## src/rtl/key_expand_seq.sv

```systemverilog
// AES-128 key schedule: one round key per clock into an 11 x 128-bit register file.
// Latency: done pulses in the 11th cycle after the start edge; start is ignored while busy.

module gen_key (
   input  logic [127:0] key_in,
   input  logic [3:0]   round,
   output logic [127:0] key_out
);
   localparam logic [2047:0] SBOX = {
      128'h637c777bf26b6fc53001672bfed7ab76, 128'hca82c97dfa5947f0add4a2af9ca472c0,
      128'hb7fd9326363ff7cc34a5e5f171d83115, 128'h04c723c31896059a071280e2eb27b275,
      128'h09832c1a1b6e5aa0523bd6b329e32f84, 128'h53d100ed20fcb15b6acbbe394a4c58cf,
      128'hd0efaafb434d338545f9027f503c9fa8, 128'h51a3408f929d38f5bcb6da2110fff3d2,
      128'hcd0c13ec5f974417c4a77e3d645d1973, 128'h60814fdc222a908846eeb814de5e0bdb,
      128'he0323a0a4906245cc2d3ac629195e479, 128'he7c8376d8dd54ea96c56f4ea657aae08,
      128'hba78252e1ca6b4c6e8dd741f4bbd8b8a, 128'h703eb5664803f60e613557b986c11d9e,
      128'he1f8981169d98e949b1e87e9ce5528df, 128'h8ca1890dbfe6426841992d0fb054bb16
   };

   // Table is stored first-entry-in-MSB, so entry x sits at byte (255 - x) from the LSB.
   function automatic logic [7:0] sbox(input logic [7:0] x);
      return SBOX[(255 - int'(x)) * 8 +: 8];
   endfunction

   logic [31:0] w0, w1, w2, w3, rot, sub, rcon, n0, n1, n2, n3;

   always_comb begin
      case (round)
         4'd0:    rcon = 32'h01000000;
         4'd1:    rcon = 32'h02000000;
         4'd2:    rcon = 32'h04000000;
         4'd3:    rcon = 32'h08000000;
         4'd4:    rcon = 32'h10000000;
         4'd5:    rcon = 32'h20000000;
         4'd6:    rcon = 32'h40000000;
         4'd7:    rcon = 32'h80000000;
         4'd8:    rcon = 32'h1b000000;
         4'd9:    rcon = 32'h36000000;
         default: rcon = 32'h00000000;
      endcase
      {w0, w1, w2, w3} = key_in;
      rot = {w3[23:0], w3[31:24]};
      sub = {sbox(rot[31:24]), sbox(rot[23:16]), sbox(rot[15:8]), sbox(rot[7:0])};
      n0  = w0 ^ sub ^ rcon;
      n1  = n0 ^ w1;
      n2  = n1 ^ w2;
      n3  = n2 ^ w3;
      key_out = {n0, n1, n2, n3};
   end
endmodule

module key_expand_seq (
   input  logic         clk,
   input  logic         rst,
   input  logic         start,
   input  logic [127:0] key_in,
   output logic         busy,
   output logic         done,
   output logic         key_valid,
   input  logic [3:0]   rd_round,
   output logic [127:0] rd_key
);
   typedef enum logic {IDLE, EXPAND} state_t;

   state_t       state_q, state_d;
   logic [3:0]   cnt_q, cnt_d;
   logic         busy_q, busy_d;
   logic         done_q, done_d;
   logic         key_valid_q, key_valid_d;
   logic [127:0] slots_q [11];
   logic [127:0] slots_d [11];
   logic [127:0] rd_key_q, rd_key_d;
   logic [127:0] cur_key, next_key;

   gen_key u_gen_key (
      .key_in  (cur_key),
      .round   (cnt_q),
      .key_out (next_key)
   );

   always_comb begin
      state_d     = state_q;
      cnt_d       = cnt_q;
      busy_d      = busy_q;
      done_d      = 1'b0;
      key_valid_d = key_valid_q;
      slots_d     = slots_q;
      cur_key     = (cnt_q <= 4'd10) ? slots_q[cnt_q] : '0;
      rd_key_d    = (rd_round <= 4'd10) ? slots_q[rd_round] : '0;

      case (state_q)
         IDLE: begin
            busy_d = 1'b0;
            if (start) begin
               slots_d[0]  = key_in;
               cnt_d       = 4'd0;
               busy_d      = 1'b1;
               key_valid_d = 1'b0;
               state_d     = EXPAND;
            end
         end
         EXPAND: begin
            for (int k = 1; k < 11; k++) begin
               if (cnt_q == 4'(k - 1)) slots_d[k] = next_key;
            end
            cnt_d = cnt_q + 4'd1;
            if (cnt_q == 4'd9) begin
               state_d     = IDLE;
               busy_d      = 1'b0;
               key_valid_d = 1'b1;
               done_d      = 1'b1;
            end else if (cnt_q > 4'd9) begin
               state_d = IDLE;
               busy_d  = 1'b0;
               cnt_d   = cnt_q;
            end
         end
         default: state_d = IDLE;
      endcase

      // Unreachable counter codes park the machine rather than index past the file.
      if (cnt_q > 4'd10) begin
         state_d = IDLE;
         cnt_d   = 4'd0;
         busy_d  = 1'b0;
         done_d  = 1'b0;
      end
   end

   always_ff @(posedge clk or posedge rst) begin
      if (rst) begin
         state_q     <= IDLE;
         cnt_q       <= '0;
         busy_q      <= 1'b0;
         done_q      <= 1'b0;
         key_valid_q <= 1'b0;
         rd_key_q    <= '0;
         for (int k = 0; k < 11; k++) slots_q[k] <= '0;
      end else begin
         state_q     <= state_d;
         cnt_q       <= cnt_d;
         busy_q      <= busy_d;
         done_q      <= done_d;
         key_valid_q <= key_valid_d;
         rd_key_q    <= rd_key_d;
         slots_q     <= slots_d;
      end
   end

   assign busy      = busy_q;
   assign done      = done_q;
   assign key_valid = key_valid_q;
   assign rd_key    = rd_key_q;
endmodule

```

## config.mk

```make
export PLATFORM = sky130hd
export DESIGN_NAME = key_expand_seq
export DESIGN_NICKNAME = d
export VERILOG_FILES = /design/src/rtl/key_expand_seq.sv
export SDC_FILE = /design/constraint.sdc
export NUM_CORES = 2
export LEC_CHECK = 0
export ABC_CLOCK_PERIOD_IN_PS = 69500
export CORE_ASPECT_RATIO = 1.25
export CORE_MARGIN = 5
export CORE_UTILIZATION = 50
export DETAILED_ROUTE_END_ITERATION = 12
export PLACE_DENSITY = 0.63
export SETUP_SLACK_MARGIN = 0.1
export SYNTH_ARGS = -nofsm -noshare
export SYNTH_HDL_FRONTEND = slang
export SYNTH_SLANG_ARGS = --single-unit
```

## constraint.sdc

```tcl
create_clock -name clk -period 69.5 [get_ports clk]
set_clock_uncertainty 0.2 [all_clocks]
set_input_delay 13.9 -clock clk [delete_from_list [all_inputs] [get_ports clk]]
set_output_delay 13.9 -clock clk [all_outputs]
set_load 0.01 [all_outputs]
```

# --- Yosys cells after proc, flatten, opt, wreduce, memory -nomap -nowiden ---
# Memory sizes are Yosys's and may differ from the RTL's.
# Cells that the tools add are included.
op_classes:
  n_addsub: 5
  magnitude_cmp: 6
  eq_ne: 14
  shifts: 4
  mux: 28
  bitwise_logic: 8
  n_reduce_logical: 14
ops:
  columns: ["op", "count"]
  rows:
  - ["variable part select 2048 x 32 -> 8 bit (first input constant)", 4]
  - ["binary-select mux 128 bit (select 4 bit)", 2]
  - ["two-way mux 128 bit", 6]
  - ["XOR 32 bit", 5]
  - ["subtractor 8 x 8 -> 9 bit (first input constant)", 4]
  - ["AND reduction 2 bit", 13]
  - ["equality test 4 x 3 -> 1 bit (second input constant)", 4]
  - ["two-way mux 4 bit", 4]
  - ["two-way mux 1 bit", 12]
  - [">= comparator 5 bit (second input constant)", 2]
  - ["inverter 4 -> 5 bit", 2]
  - ["equality test 4 x 2 -> 1 bit (second input constant)", 2]
  - ["equality test 4 bit (second input constant)", 2]
  - ["> comparator 4 bit (second input constant)", 2]
  - ["<= comparator 4 bit (second input constant)", 2]
  - ["one-hot mux 4 bit (2 select lines)", 1]
  - ["one-hot mux 1 bit (2 select lines)", 3]
  - ["adder 4 x 1 -> 4 bit (second input constant)", 1]
  - ["equality test 4 x 1 -> 1 bit (second input constant)", 1]
  - ["logical NOT 4 bit", 1]
  - ["inequality test 4 x 1 -> 1 bit (second input constant)", 1]
  - ["inequality test 4 x 3 -> 1 bit (second input constant)", 1]
  - ["inequality test 3 bit (second input constant)", 1]
  - ["inequality test 2 x 1 -> 1 bit (second input constant)", 1]
  - ["other kinds (2)", 2]
word_totals:
  ff_bits: 1544
  romBits: 128
  out_inout_bits: 131
  elab_cells: 97
  n_memories: 1
memory_table:
  columns: ["name", "depth", "width", "read_ports", "rd_clocked_by_memory_dff", "wr", "line_no", "rtl"]
  rows:
  - ["(no name shown)", 16, 8, 1, 0, 0, "28", "case (round)"]

# --- Longest topological paths before layout ---
logic_depth:
  ltp_word: 12
  mapped_depth: 38
  mapped_depth_nobuf: 18

# --- Modules after synthesis ---
# A second synthesis with hierarchy kept.
unflattened:
  hier_cells: 8067
  area_unflattened_um2: 95648.0
by_module_without_submodules:
  columns: ["module", "instances", "cells_each", "area_each_um2"]
  rows:
  - ["key_expand_seq", 1, 5778, 79585.1]
  - ["gen_key", 1, 2289, 16062.9]

# --- Worst setup path after synthesis ---
# No wires, ideal clock.
synth_timing:
  path_type: "input -> register"
  start: "in rd_round[0]"
  end: "reg rd_key_q[117] (netlist: rd_key[117])"
  arrival_time_ns: 15.865
  setup_slack_ns: 53.297
  path_stages: 7
  n_path_buf: 4
  path_cell_list: "clkbuf_1 > buf_1 > clkbuf_1 > clkbuf_1 > mux4_2 > mux2i_1 > o22ai_1"
synth_via:
  elab_chain_len: 5
  elab_cells_between_ends: 6
  cone_classes: "order compare: 1; mux: 4; bitwise: 1"
synth_lines:
  columns: ["item", "line_no", "rtl"]
  rows:
  - ["from (decl)", "60", "input logic [3:0] rd_round,"]
  - ["inverter 4 -> 5 bit (implied by the code)", "89", "rd_key_d = (rd_round <= 4'd10) ? slots_q[rd_round] : '0;"]
  - ["binary-select mux 128 bit (select 4 bit)", "89", null]
  - ["two-way mux 128 bit (implied by the code) (2 in a row)", "89", null]
  - ["two-way mux 128 bit (*)", "89", null]
  - ["net rd_key_d[117]", "72", "logic [127:0] rd_key_q, rd_key_d;"]
  - ["to (signal assigned)", "145", "rd_key_q <= rd_key_d;"]
  - ["to (decl)", "72", null]
# The timed path passes the listed nets; every way through them passes the cells marked *. The select of a mux whose other input is x is not followed.
# A chain may end at the register's enable or synchronous reset.

==> summary.txt <==
Placed design
  • Area after DPL: 96,800 µm²
  • Detailed placement HPWL: 263 mm
  • Input/output buffers: 265
  • Cells after DPL: 11,800
  • Final weighted congestion in routability-driven placement: 1.04

Clocking
  • Number of buffers inserted during clock tree synthesis: 161
  • Number of buffers added to fix hold violations after cts: 0
  • Clock-pin slew reported for the worst setup and hold paths after clock tree synthesis: 0.06 ns
  • CTS tree: built
  • Buffers inserted during post-CTS setup optimization: 0
  • Later-pin clock latency in the skew report: 0.86 ns
  • Root buffer selected by CTS: sky130_fd_sc_hd__clkbuf_16
  • Bufs on Longest Clock Path: 3
  • Number of resized instances in the post-cts repair step: 0
  • Number of sinks handled by clock tree synthesis: 1,544
  • Total number of H-tree levels: 4

Setup path
  • Data required time of the critical path: 70.16 ns
  • Reg-to-reg critical path endpoint: slots_q[853]$_DFFE_PP0P_
  • Beginning of the worst register-to-register path: cnt_q[1]$_DFFE_PP0P_
  • Worst setup startpoint: rst
  • Worst R2R Setup Slack: 59.68 ns
  • Launching element type of the critical path: primary input
  • Worst setup path endpoint: slots_q[329]$_DFFE_PP0P_
  • Depth of the most critical reg-to-reg path: 18
  • Highest fanout seen on the critical path: 145
  • Category of the most critical setup path: in -> async
  • Capturing element type of the critical path: asynchronous set/reset pin
  • Arrival time at the worst endpoint: 19.05 ns

Outcome
  • Result of the run: complete, no violations

Floorplanning
  • Floorplan die area: 193,000 µm²
  • Number of top-level pins: 266
  • Core box area: 184,000 µm²
  • Initial core utilization: 0.502
  • Overall die width: 394 µm
  • Vertical extent of the die: 490 µm
  • Cell row count: 176

Global route
  • Initial antenna violation count: 8
  • Global-route wire length before repair: 586 mm
  • Largest net degree at the start of global routing: 179
  • Via count of the first global-routing pass: 80,400
  • GRT Total Usage: 0.410
  • Global route overflow: 0

Detailed routing
  • Count of TritonRoute iterations in the first routing pass: 7
  • Via density: 6.86
  • Routed WL per cell: 33.8 µm
  • 1st-iter DRT viols: 9,720
  • Post-route DRC violation count: 0
  • WL final: 407 mm
  • DR vias: 82,800
  • Post-detailed-route count of antenna-violating nets: 0

Timing
  • Time the final worst path needs with I/O delays and setup: 18.39 ns
  • Final hold violations: 0
  • Tightest Pin Transition: 1.37 ns
  • Highest attainable clock frequency: 54.4 MHz
  • Setup TNS: 0 ns
  • Final cycle utilization of the critical path: 0.265
  • Setup Viol. Count Final: 0
  • Worst slew margin: 0.0593
  • Unrepaired setup endpoints after global routing: false
  • Count of final max-slew check failures: 0

Cells and area
  • Area growth from synthesis to layout: 11.0%
  • Share of post-route cells with drive strength above 1: 0.128
  • Post-Layout Cell Count: 12,100
  • Most frequent standard cell in the layout excluding fill and tap cells: sky130_fd_sc_hd__nand2_1
  • FILL cells: 16,300
  • Final Cell Area: 103,000 µm²
  • Most frequent cells in the layout: sky130_fd_sc_hd__nand2_1 (2,027), sky130_fd_sc_hd__dfrtp_1 (1,541), sky130_fd_sc_hd__o21ai_0 (1,489), sky130_fd_sc_hd__mux2i_1 (590), sky130_fd_sc_hd__a21oi_1 (512)
  • Number of nets in the finished design: 9,712

Run
  • Max Cap Violations: 0

Synth
  • Synthesized area divided by synthesized cell count: 9.49 µm²
  • EDFF count, synth: 0
  • Distinct cell type count of the synthesized netlist: 116
  • Primary flip-flop cell chosen by synthesis mapping: sky130_fd_sc_hd__dfrtp_1
  • Synthesized net count: 9,926
  • Async set or reset register ratio after synthesis: 1.00
  • Netlist area before placement: 92,400 µm²
  • Number of instances in the synthesized netlist: 9,736
  • Synth Register Bits: 1,544
  • Synth Warn #: 0
  • Fraction of the yosys area taken by sequential cells: 0.418

Min path
  • Hold crit path type: reg -> reg
## metrics by stage
step | hold WS [ns] | setup WS, ns | util
floorplan | 0.258 | 11.84 | -
global placement | 0.274 | 50.26 | 0.526
detailed placement | 0.284 | 50.17 | 0.526
CTS | 0.297 | 51.07 | 0.557
global route | 0.314 | 50.39 | 0.557
finish | 0.296 | 51.11 | 0.558
## cells by family (layout without fill, tap and decap cells)
group,count (synthesis),in the layout,synth area share
adders and majority gates,56,56,0.00756
DFF,1544,1544,0.418
other,0,8,0
muxes,1105,1105,0.185
xor gates and xnor gates,203,203,0.0209
buffers and inverters,976,891,0.0484
AOI/OAI and AO/OA,3056,3056,0.198
and+or+nand+nor,2796,2796,0.122
## worst min-delay path by stage
stage	start	endpoint	slack, ns	depth (start not counted)
final	slots_q[1100]$_DFFE_PP0P_	slots_q[1100]$_DFFE_PP0P_	0.30	2
after global routing	slots_q[1013]$_DFFE_PP0P_	slots_q[1013]$_DFFE_PP0P_	0.31	2
after CTS	slots_q[1057]$_DFFE_PP0P_	slots_q[1057]$_DFFE_PP0P_	0.30	2
after detailed placement	slots_q[1057]$_DFFE_PP0P_	slots_q[1057]$_DFFE_PP0P_	0.28	2
after global placement	slots_q[472]$_DFFE_PP0P_	slots_q[472]$_DFFE_PP0P_	0.27	2
after floorplan	slots_q[478]$_DFFE_PP0P_	slots_q[478]$_DFFE_PP0P_	0.26	2
## cell usage after synthesis (12+ instances only)
library cell                   n  area, µm²
sky130_fd_sc_hd__nand4_1      21        131
sky130_fd_sc_hd__dfrtp_1    1544      38600
sky130_fd_sc_hd__mux2i_1     593       5940
sky130_fd_sc_hd__ha_1         55        688
sky130_fd_sc_hd__xnor2_1     137       1200
sky130_fd_sc_hd__o22ai_1     188       1180
sky130_fd_sc_hd__nand2_1    2028       7610
sky130_fd_sc_hd__a221oi_1     36        315
sky130_fd_sc_hd__a32oi_1      17        149
sky130_fd_sc_hd__a31oi_1      85        532
sky130_fd_sc_hd__a22o_1       22        193
sky130_fd_sc_hd__o21ai_1      43        215
sky130_fd_sc_hd__o211ai_1     75        563
sky130_fd_sc_hd__buf_1        71        267
sky130_fd_sc_hd__and3_1       27        169
sky130_fd_sc_hd__nand2b_1     13       81.3
sky130_fd_sc_hd__o221ai_1    109        955
sky130_fd_sc_hd__nor4_1       17        106
sky130_fd_sc_hd__o21a_1       17        128
sky130_fd_sc_hd__clkbuf_1    591       2220
sky130_fd_sc_hd__o2111ai_1    13        114
sky130_fd_sc_hd__o21ai_0    1492       7470
sky130_fd_sc_hd__o22a_1       13        114
sky130_fd_sc_hd__mux2_2       35        394
sky130_fd_sc_hd__nor3_1       77        385
sky130_fd_sc_hd__o31a_1       12        105
sky130_fd_sc_hd__buf_4        63        473
sky130_fd_sc_hd__o311ai_0     26        228
sky130_fd_sc_hd__o31ai_1      41        308
sky130_fd_sc_hd__inv_1        33        124
sky130_fd_sc_hd__buf_2       166        831
sky130_fd_sc_hd__a21o_1       23        173
sky130_fd_sc_hd__a311oi_1     29        254
sky130_fd_sc_hd__nand3_1     104        521
sky130_fd_sc_hd__and2_1       15       93.8
sky130_fd_sc_hd__a211oi_1     67        503
sky130_fd_sc_hd__mux4_2      473      10700
sky130_fd_sc_hd__a22oi_1      37        278
sky130_fd_sc_hd__o32ai_1      24        210
sky130_fd_sc_hd__or3_1        15       93.8
sky130_fd_sc_hd__xor2_1       50        438
sky130_fd_sc_hd__a21oi_1     514       2570
sky130_fd_sc_hd__buf_6        36        405
sky130_fd_sc_hd__nor2_1      421       1580
## sequential cells by signal, summed over array words and instances (netlist names)
signal	cells
busy	1
cnt_q	4
done	1
key_valid	1
rd_key	128
slots_q	1408
state_q	1
## worst max-delay path, stage by stage
cell and delay (ns):
sky130_fd_sc_hd__clkdlybuf4s50_1 0.49, sky130_fd_sc_hd__inv_8 0.45, sky130_fd_sc_hd__buf_12 0.64, sky130_fd_sc_hd__buf_4 0.81
sky130_fd_sc_hd__buf_4 0.66, sky130_fd_sc_hd__buf_4 0.87, sky130_fd_sc_hd__buf_4 0.80
## cell type report
cell class	instances	area [µm²]	share of cell area
antenna	8	20.0	0.000195
clock buffer	237	4730	0.0461
clock inverter	55	983	0.00959
inverter	40	163	0.00159
multi-input combinational	7216	49900	0.487
sequential	1544	38600	0.377
tap	2403	3010	0.0293
timing repair buffer	559	5040	0.0491
## layer usage
metal / GRT usage / vias to the layer above / routed length, µm
li1: - / 35000 / -
met1: 0.521 / 41500 / 151000
met2: 0.632 / 4954 / 182000
met3: 0.0976 / 1300 / 40000
met4: 0.268 / 4 / 33700
met5: 0 / - / 26
Power is left out: the tool's default activity adds up to more than one toggle a clock period on the data nets, which glitch-free logic cannot reach.
